==> src/rtl/sap_control_sequencer.sv <==
// Micro-sequencer and instruction register for the 8-bit shared-bus SAP
// datapath. Fetches an opcode off the bus, then steps T-states and decodes
// (t_state, IR, flags) into per-cycle load / output-enable strobes.
//
// Handshake: there is no valid/ready pair here. "run" is a one-way advance
// enable. Every strobe is a pure decode that is held for the whole cycle,
// and its target acts on the rising edge that ends that cycle. When run=0,
// halted=1 or rst=1, all strobes are deasserted and the state holds or resets.
module sap_control_sequencer #(
  parameter int T_MAX = 5
) (
  input  logic       clk,
  input  logic       rst,
  input  logic       run,
  input  logic [7:0] bus_in,
  input  logic       cf,
  input  logic       zf,
  output logic [7:0] ir_data,
  output logic [3:0] opcode,
  output logic [2:0] t_state,
  output logic       halted,
  output logic       pc_inc,
  output logic       pc_oe,
  output logic       pc_load,
  output logic       mar_load,
  output logic       ram_oe,
  output logic       ram_we,
  output logic       ir_oe,
  output logic       a_load,
  output logic       a_oe,
  output logic       b_load,
  output logic       alu_oe_n,
  output logic       alu_sub,
  output logic       out_load
);

  typedef enum logic [2:0] {
    T0 = 3'd0,
    T1 = 3'd1,
    T2 = 3'd2,
    T3 = 3'd3,
    T4 = 3'd4
  } t_state_e;

  localparam logic [3:0] OP_LDA = 4'h1;
  localparam logic [3:0] OP_ADD = 4'h2;
  localparam logic [3:0] OP_SUB = 4'h3;
  localparam logic [3:0] OP_STA = 4'h4;
  localparam logic [3:0] OP_LDI = 4'h5;
  localparam logic [3:0] OP_JMP = 4'h6;
  localparam logic [3:0] OP_JC  = 4'h7;
  localparam logic [3:0] OP_JZ  = 4'h8;
  localparam logic [3:0] OP_OUT = 4'hE;
  localparam logic [3:0] OP_HLT = 4'hF;

  t_state_e   state_q, state_d;
  logic [7:0] ir_q, ir_d;
  logic       halted_q, halted_d;
  logic       advance;
  logic       ir_load;
  logic       last_step;

  assign t_state = state_q;
  assign opcode  = ir_q[7:4];
  assign ir_data = {4'b0000, ir_q[3:0]};
  assign halted  = halted_q;

  // State, IR and halt flag; reset abandons any instruction in flight.
  always_ff @(posedge clk) begin
    if (rst) begin
      state_q  <= T0;
      ir_q     <= 8'h00;
      halted_q <= 1'b0;
    end else begin
      state_q  <= state_d;
      ir_q     <= ir_d;
      halted_q <= halted_d;
    end
  end

  // Microcode decode and next T-state; all strobes default to idle.
  always_comb begin
    pc_inc    = 1'b0;
    pc_oe     = 1'b0;
    pc_load   = 1'b0;
    mar_load  = 1'b0;
    ram_oe    = 1'b0;
    ram_we    = 1'b0;
    ir_oe     = 1'b0;
    a_load    = 1'b0;
    a_oe      = 1'b0;
    b_load    = 1'b0;
    alu_oe_n  = 1'b1;
    alu_sub   = 1'b0;
    out_load  = 1'b0;
    ir_load   = 1'b0;
    last_step = 1'b0;
    state_d   = state_q;
    ir_d      = ir_q;
    halted_d  = halted_q;
    advance   = run && !halted_q && !rst;

    if (advance) begin
      case (state_q)
        T0: begin
          pc_oe    = 1'b1;
          mar_load = 1'b1;
        end
        T1: begin
          ram_oe  = 1'b1;
          ir_load = 1'b1;
          pc_inc  = 1'b1;
        end
        T2: begin
          case (ir_q[7:4])
            OP_LDA, OP_ADD, OP_SUB, OP_STA: begin
              ir_oe    = 1'b1;
              mar_load = 1'b1;
            end
            OP_LDI: begin
              ir_oe     = 1'b1;
              a_load    = 1'b1;
              last_step = 1'b1;
            end
            OP_JMP: begin
              ir_oe     = 1'b1;
              pc_load   = 1'b1;
              last_step = 1'b1;
            end
            OP_JC: begin
              ir_oe     = cf;
              pc_load   = cf;
              last_step = 1'b1;
            end
            OP_JZ: begin
              ir_oe     = zf;
              pc_load   = zf;
              last_step = 1'b1;
            end
            OP_OUT: begin
              a_oe      = 1'b1;
              out_load  = 1'b1;
              last_step = 1'b1;
            end
            OP_HLT: begin
              halted_d  = 1'b1;
              last_step = 1'b1;
            end
            default: last_step = 1'b1;
          endcase
        end
        T3: begin
          case (ir_q[7:4])
            OP_LDA: begin
              ram_oe    = 1'b1;
              a_load    = 1'b1;
              last_step = 1'b1;
            end
            OP_ADD, OP_SUB: begin
              ram_oe  = 1'b1;
              b_load  = 1'b1;
              alu_sub = (ir_q[7:4] == OP_SUB);
            end
            OP_STA: begin
              a_oe      = 1'b1;
              ram_we    = 1'b1;
              last_step = 1'b1;
            end
            default: last_step = 1'b1;
          endcase
        end
        T4: begin
          if (ir_q[7:4] == OP_ADD || ir_q[7:4] == OP_SUB) begin
            alu_oe_n = 1'b0;
            a_load   = 1'b1;
            alu_sub  = (ir_q[7:4] == OP_SUB);
          end
          last_step = 1'b1;
        end
        default: last_step = 1'b1;
      endcase

      // The final T-state always wraps, whatever the opcode.
      if (int'(state_q) >= T_MAX - 1) last_step = 1'b1;

      if (ir_load) ir_d = bus_in;

      if (last_step) begin
        state_d = T0;
      end else begin
        case (state_q)
          T0:      state_d = T1;
          T1:      state_d = T2;
          T2:      state_d = T3;
          T3:      state_d = T4;
          default: state_d = T0;
        endcase
      end
    end
  end

endmodule

==> config.mk <==
export PLATFORM = sky130hd
export DESIGN_NAME = sap_control_sequencer
export DESIGN_NICKNAME = d
export VERILOG_FILES = /design/src/rtl/sap_control_sequencer.sv
export SDC_FILE = /design/constraint.sdc
export NUM_CORES = 1
export LEC_CHECK = 0
export ABC_AREA = 0
export BUFFER_PORTS_ARGS = -buffer_cell sky130_fd_sc_hd__buf_2
export CAP_MARGIN = 20
export CORE_MARGIN = 1.5
export CORE_UTILIZATION = 45
export CTS_BUF_LIST = sky130_fd_sc_hd__clkbuf_16
export DETAILED_ROUTE_END_ITERATION = 7
export PLACE_DENSITY = 0.84
export SLEW_MARGIN = 20
export SYNTH_ARGS = -nofsm -noshare
export SYNTH_HDL_FRONTEND = slang
export SYNTH_SLANG_ARGS = --single-unit
==> constraint.sdc <==
create_clock -name clk -period 1.62 [get_ports clk]
set_input_delay 0.405 -clock clk [delete_from_list [all_inputs] [get_ports clk]]
set_output_delay 0.405 -clock clk [all_outputs]
set_load 0.005 [all_outputs]
* Word level (Yosys, flattened, before mapping)
Cells that the tools add are included.
Widths: inputs -> output; s select.
** Storage, ports and cells
- Register bits after elaboration :: 12
- Input bits :: 13
- Output and inout bits :: 29
- Logic and storage cells :: 78
** Cells by class
- Magnitude comparators :: 1
- Equality and inequality tests :: 14
- Mux-type cells :: 47
- Reductions and logical operators :: 13
** Operators with widths (number)
- $mux 1 :: 37
- $eq 4x3->1 const B :: 4
- $eq 4x4->1 const B :: 3
- $pmux 1 s3 :: 4
- $pmux 3 s4 :: 1
- $eq 4x2->1 const B :: 2
- $pmux 1 s2 :: 4
- $eq 3x2->1 const B :: 2
- $reduce_or 6->1 :: 1
- $eq 4x1->1 const B :: 1
- $reduce_or 2->1 :: 2
- $reduce_or 4->1 :: 1
- $eq 3x1->1 const B :: 1
- $eq 3x3->1 const B :: 1
- $ge 3x3->1 const B :: 1
- $logic_not 3->1 :: 1
- $mux 3 :: 1
- $reduce_and 3->1 :: 1
- $reduce_or 3->1 :: 1
- $logic_and 1x1->1 :: 2
- $logic_not 1->1 :: 2
- $reduce_and 2->1 :: 1
- $logic_or 1x1->1 :: 1

* Depth between registers and ports, before layout
Gate-level depths: netlist of run 1.
- Depth in word-level cells :: 7
- Depth in mapped cells :: 5
- Mapped depth without buffers :: 4

* Least setup slack after synthesis of run 1
Ideal clock, no wire load.
- Path kind :: register to output
- From :: register ir_q[4]
- To :: output mar_load
- Arrival :: 1.185 ns
- Required time :: 1.215 ns
- Setup slack :: 0.030 ns
- Cell stages (with the launch flop) :: 5
- Buffers on the path :: 1
- Path through :: dfxtp_1 > buf_6 > o21ai_2 > or3b_4 > a211oi_2
** On the way
- Cells in the longest elaborated chain, start to end :: 5
- Elaborated cells on any way between the ends :: 8
- Those cells by class :: 4 x eq/ne; 3 x mux; 1 x reduce/logical
** Ends and longest elaborated chain
- start: declaration :: line 57 : logic [7:0] ir_q, ir_d;
- start signal: assignment :: line 76 : ir_q <= ir_d;
- $eq 4x2->1 (tied with other cells) :: line 115 : case (ir_q[7:4])
- $reduce_or 4->1 (*) :: line 115
- $mux 1 (*) :: line 115
- $pmux 1 s2 (*) :: line 104 : case (state_q)
- $mux 1 (*) :: line 103 : if (advance) begin
- end: declaration :: line 25 : output logic mar_load,
Mark *: on every way between the ends. The rest lies on a longest branch, timed or not.

* Worst setup path in the final report of run 1
- From :: register halted_q (netlist: halted)
- To :: output ram_we
** On the way
- Cells in the longest elaborated chain, start to end :: 4
** Ends and longest elaborated chain
- start: declaration :: line 58 : logic halted_q, halted_d;
- start signal: assignment :: line 77 : halted_q <= halted_d;
- $logic_not 1->1 :: line 101 : advance = run && !halted_q && !rst;
- $logic_and 1x1->1 (2 in series) :: line 101
- $mux 1 :: line 103
- end: declaration :: line 27 : output logic ram_we,
Every way passes these cells.

==> flow_summary.json, run 1 <==
{
  "synth_seq_cells": 12,
  "dr.pass1.iters": 4,
  "layout.cells.most_common": "buf_4",
  "cpPeakStageDelay_ns": 0.33,
  "peakVddDrop_mv": 0.704,
  "finalSetupTns_ns": -2.55,
  "crit_path_max_fanout": 5,
  "reg2reg_depth": 8,
  "antenna_found_initial": 0,
  "yosysUniqueCellTypes": 41,
  "violations": "negative setup slack",
  "io-pin-count": 42,
  "hpwlAfterDp_um": 1890,
  "period_share_pct": 115,
  "drc": 0,
  "power.density_mw_per_mm2": 775,
  "cts_root_buffer": "clkbuf_16",
  "power_uw": 1120,
  "fp.coreArea_mm2": 0.00175,
  "ant_nets": 0,
  "setup_viol": 13,
  "grt_max_degree": 14,
  "startpoint": "halted",
  "critical_path_buf_inv_count": 1,
  "grt_overflow": 0,
  "gp_congestion": 0.775,
  "track_usage_pct": 30.9,
  "wl_per_cell_um": 15.7,
  "preCtsSetupSlack_ns": -0.215,
  "cp.depth": 4,
  "synth_ff_type": "dfxtp_1",
  "maxCapViolCount": 0,
  "synth_edf_count": 0,
  "maxSlewViolCount": 0,
  "grt_pass1_vias": 993,
  "crit_type": "register to output port",
  "ys_seq_area_share_pct": 28.2,
  "clkTransAtPathRegs_ns": 0.04,
  "drt_iter0_markers": 28,
  "viasPerCell": 5.60,
  "cp.required_ns": 1.21,
  "outcome": "complete, but fails checks",
  "grt_pass1_wl_um": 4630,
  "hold_viol_final": 0,
  "netlist_instances": 108,
  "drt_wl_total_um": 3180,
  "cts_sinks": 12,
  "worstPathCellList": "nor3b_4, nand4b_1, nor4bb_1, buf_2",
  "avgSynthCellArea_um2": 7.89,
  "syn_to_final_growth_pct": 68.9,
  "min_path_type": "input pin to register",
  "cp-endpoint": "ram_we",
  "die_y_um": 46.5,
  "fin_nets": 191,
  "syn_area_um2": 852,
  "end_kind": "output port",
  "dieArea_mm2": 0.00216,
  "postSynth.asyncResetShare_pct": 0,
  "period_minus_slack_ns": 1.86,
  "initial_utilization_pct": 48.8,
  "final_cell_mix": "37 x buf_4, 36 x buf_2, 9 x a21oi_1, 9 x nand3_1",
  "die_w_um": 46.5,
  "fp-row-count": 15,
  "rsz0062_at_grt": "yes",
  "cts_tree": "done",
  "reg2reg_from": "t_state[1]",
  "cp.arrival_ns": 1.46,
  "diodes": 0,
  "holdWs_ns": 0.411,
  "yosys_warnings": 0,
  "skew_ns": 0.00261,
  "clk_path_buf_depth": 2,
  "startpoint_type": "register",
  "drive_gt1_share_pct": 56.5,
  "power.leakage_uw": 0.000700,
  "cts_made_buffers": 3,
  "insertion_delay_ns": 0.24,
  "port_buffers": 37,
  "crit_family": "simple AND/OR/NAND/NOR gates",
  "crit_slowest_cell": "dfxtp_2",
  "vias": 1131,
  "r2r_slack_ns": 0.07,
  "htreeDepth": 1,
  "timing.fmax_mhz": 536,
  "reg2reg_to": "ir_q[7]",
  "worst_slack_ns": -0.244
}
-- synth_stat cells (all sizes together) (3+ instances only) --
| cell | instances | share of area [%] |
|---|---|---|
| nand2 | 3 | 1.3 |
| dfxtp | 12 | 28 |
| inv | 6 | 2.6 |
| a21oi | 9 | 5.3 |
| or3b | 3 | 3.4 |
| o21ai | 9 | 5.7 |
| nand4 | 4 | 2.9 |
| nor3 | 3 | 1.8 |
| nand3 | 10 | 5.9 |
| nor3b | 4 | 6.2 |
| nor2 | 5 | 2.2 |
| buf | 12 | 9.5 |
-- report_power, final --
group	total (uW)	switching, uW	internal [uW]	leakage, uW
clock	455	130	325	0.0000385
sequential	343	31.0	312	0.000101
combinational	318	150	168	0.000560
-- how the worst min path moves through the flow --
stage / start / endpoint / slack, ns / depth (start not counted)
after floorplan: ir_q[0] / ir_q[0] / 0.47 / 2
after global placement: ir_q[3] / ir_q[3] / 0.46 / 2
after detailed placement: ir_q[1] / ir_q[1] / 0.48 / 2
after CTS: bus_in[7] / ir_q[7] / 0.40 / 3
after global routing: bus_in[1] / ir_q[1] / 0.43 / 3
final: bus_in[5] / ir_q[5] / 0.41 / 3
-- worst min-delay path: stages --
cell and delay, ns:
buf_2 0.10, nand3_1 0.05, a21oi_1 0.05
-- registers in the layout, summed over array words and instances, names as in the netlist --
name and flops:
t_state 3, halted 1, ir_q 8
-- per-layer routing --
| layer | vias to the layer above | track usage, % | wire, um |
|---|---|---|---|
| met1 | 541 | 36.4 | 1260 |
| met3 | 12 | 6.27 | 197 |
| met4 | 0 | 14.9 | 81 |
| met2 | 54 | 52.5 | 1640 |
| li1 | 524 | - | - |
| met5 | - | 0 | 0 |
-- what timing repair did --
action	4_1_cts	5_1_grt
gates resized for setup	16	8
pin swaps	6	5
setup endpoints to repair	13	13
hold endpoints to repair	0	0
setup buffers	6	4
hold buffers	0	0
-- cell type report --
| cell class | count | area, um^2 |
|---|---|---|
| Multi-Input combinational cell | 79 | 557 |
| Timing Repair Buffer | 76 | 492 |
| Fill cell | 108 | 307 |
| Sequential cell | 12 | 255 |
| Clock buffer | 3 | 75.1 |
| Tap cell | 25 | 31.3 |
| Inverter | 6 | 25.0 |
| Clock inverter | 1 | 3.75 |
-- stage by stage --
step | utilization (%) | area, um^2 | std cells
2_1_floorplan | - | 863 | 111
3_3_place_gp | 69.2 | 1210 | 188
4_1_cts | 78.5 | 1370 | 198
3_5_place_dp | 69.2 | 1210 | 188
5_1_grt | 82.4 | 1440 | 202
6_report | 82.4 | 1440 | 202
-- kinds of logic after synthesis --
kind of cell,after synthesis,synth area share (%)
xor+xnor,1,1.03
compound gates,27,20.9
simple gates,47,36.4
buf+inv,20,13.1
flops,12,28.2
other cells,1,0.440
(Power assumes the default switching activity.)
==> run 2: changes to the inputs <==
- SKIP_LAST_GASP: not set -> 1
==> flow_summary.json, run 2 (synthesis gave the netlist of run 1 again) <==
{
  "outcome": "complete, but fails checks",
  "violations": "negative setup slack",
  "p_switching_uw": 312,
  "preCtsSetupSlack_ns": -0.215,
  "hold_buffers": 0,
  "cp-endpoint": "a_load",
  "gp_congestion": 0.775,
  "crit_path_max_fanout": 7,
  "rsz0062_at_grt": "yes",
  "cp.required_ns": 1.21,
  "fin_nets": 191,
  "track_usage_pct": 30.9,
  "cp.depth": 5,
  "vias": 1136,
  "hpwlAfterDp_um": 1890,
  "initial_utilization_pct": 48.8,
  "die_w_um": 46.5,
  "die_y_um": 46.5,
  "timing.fmax_mhz": 537,
  "cts_root_buffer": "clkbuf_16",
  "grt_pass1_vias": 993,
  "dieArea_mm2": 0.00216,
  "p_comb_share_pct": 28.5,
  "cts_tree": "done",
  "drc": 0,
  "fp.coreArea_mm2": 0.00175,
  "syn_to_final_growth_pct": 68.9,
  "maxSlewViolCount": 0,
  "reg2reg_from": "t_state[1]",
  "reg2reg_depth": 8,
  "insertion_delay_ns": 0.24,
  "cp.arrival_ns": 1.46,
  "pwr-share-clk_pct": 40.8,
  "maxCapViolCount": 0,
  "grt_max_degree": 14,
  "largest_reg_flops": 8,
  "ant_nets": 0,
  "clkTransAtPathRegs_ns": 0.04,
  "layout.cells.most_common": "buf_4",
  "setup_viol": 13,
  "dr.pass1.iters": 4,
  "worst_slack_ns": -0.244,
  "crit_family": "simple AND/OR/NAND/NOR gates",
  "period_share_pct": 115,
  "period_minus_slack_ns": 1.86,
  "crit_type": "register to output port",
  "final_cell_mix": "37 x buf_4, 36 x buf_2, 9 x a21oi_1, 9 x nand3_1, 7 x o21ai_0",
  "viasPerCell": 5.62,
  "port_buffers": 37,
  "cts_sinks": 12,
  "r2r_slack_ns": 0.08,
  "clk_path_buf_depth": 2,
  "reg2reg_to": "ir_q[7]",
  "io-pin-count": 42,
  "seq_power_share_pct": 30.7,
  "grt_overflow": 0,
  "cts_made_buffers": 3,
  "drt_wl_total_um": 3200,
  "htreeDepth": 1,
  "crit_slowest_cell": "dfxtp_2",
  "drt_iter0_markers": 28,
  "startpoint": "ir_q[6]",
  "critical_path_buf_inv_count": 2,
  "cpPeakStageDelay_ns": 0.35,
  "skew_ns": 0.00266,
  "startpoint_type": "register",
  "power.density_mw_per_mm2": 776,
  "fillerInstances": 108,
  "peakVddDrop_mv": 0.704,
  "internal_power_uw": 804,
  "fp-row-count": 15,
  "worstPathCellList": "nor3b_2, buf_4, nand4_1, o21ai_0, buf_2",
  "drive_gt1_share_pct": 56.5,
  "largest_register": "ir_q",
  "min_path_type": "input pin to register",
  "hold_viol_final": 0,
  "end_kind": "output port",
  "hp-start": "bus_in[5]",
  "grt_pass1_wl_um": 4630,
  "antenna_found_initial": 0,
  "holdWs_ns": 0.411,
  "diodes": 0,
  "power.leakage_uw": 0.000700,
  "wl_per_cell_um": 15.8,
  "switching_share_pct": 27.9
}
-- run 2: worst min path at each step --
stage,end,cells after the start,slack (ns)
6_report,ir_q[5],3,0.41
2_1_floorplan,ir_q[0],2,0.47
3_3_place_gp,ir_q[3],2,0.46
3_5_place_dp,ir_q[1],2,0.48
5_1_grt,ir_q[1],3,0.43
4_1_cts,ir_q[7],3,0.40
-- run 2: area by class of cell --
type / instances / area [um^2] / area share, %
timing repair buffer: 76 / 492 / 34.2
tap: 25 / 31.3 / 2.17
sequential: 12 / 255 / 17.7
multi-input combinational: 79 / 557 / 38.7
clock buffer: 3 / 75.1 / 5.22
inverter: 6 / 25.0 / 1.74
clock inverter: 1 / 3.75 / 0.261
-- run 2: through the flow --
stage | setup TNS, ns | cells | cell area [um^2] | utilization [%] | total power, uW
5_1_grt | -3.36 | 202 | 1440 | 82.4 | 1150
4_1_cts | -2.18 | 198 | 1370 | 78.5 | 1080
3_5_place_dp | -1.18 | 188 | 1210 | 69.2 | 605
6_report | -2.56 | 202 | 1440 | 82.4 | 1120
2_1_floorplan | 0 | 111 | 863 | - | 483
3_3_place_gp | -0.840 | 188 | 1210 | 69.2 | 595
-- run 2: worst register-to-register path: stages, from the launching register on --
cell,delay (ns)
dfxtp_1,0.52
buf_4,0.21
nor3b_4,0.06
nand2_4,0.08
inv_4,0.04
buf_4,0.12
buf_4,0.12
buf_4,0.12
o31ai_1,0.17
-- run 2: timing repair --
action / 4_1_cts / 5_1_grt
resized for setup: 16 / 7
buffers inserted: 6 / 4
endpoints found under the setup margin: 13 / 13
pin swaps: 6 / 5
-- run 2: power by group through the flow --
stage / clock (uW) / combinational, uW / sequential, uW
floorplan: 0 / 153 / 330
global placement: 0 / 252 / 343
detailed placement: 0 / 261 / 344
CTS: 459 / 287 / 338
global route: 468 / 339 / 345
finish: 455 / 318 / 343
-- run 2: layer usage --
layer | up-vias | GRT usage (%) | wire (um)
met5 | - | 0 | 0
met4 | 0 | 14.9 | 80
met3 | 12 | 6.27 | 208
met2 | 66 | 52.5 | 1620
met1 | 535 | 36.4 | 1290
li1 | 523 | - | -
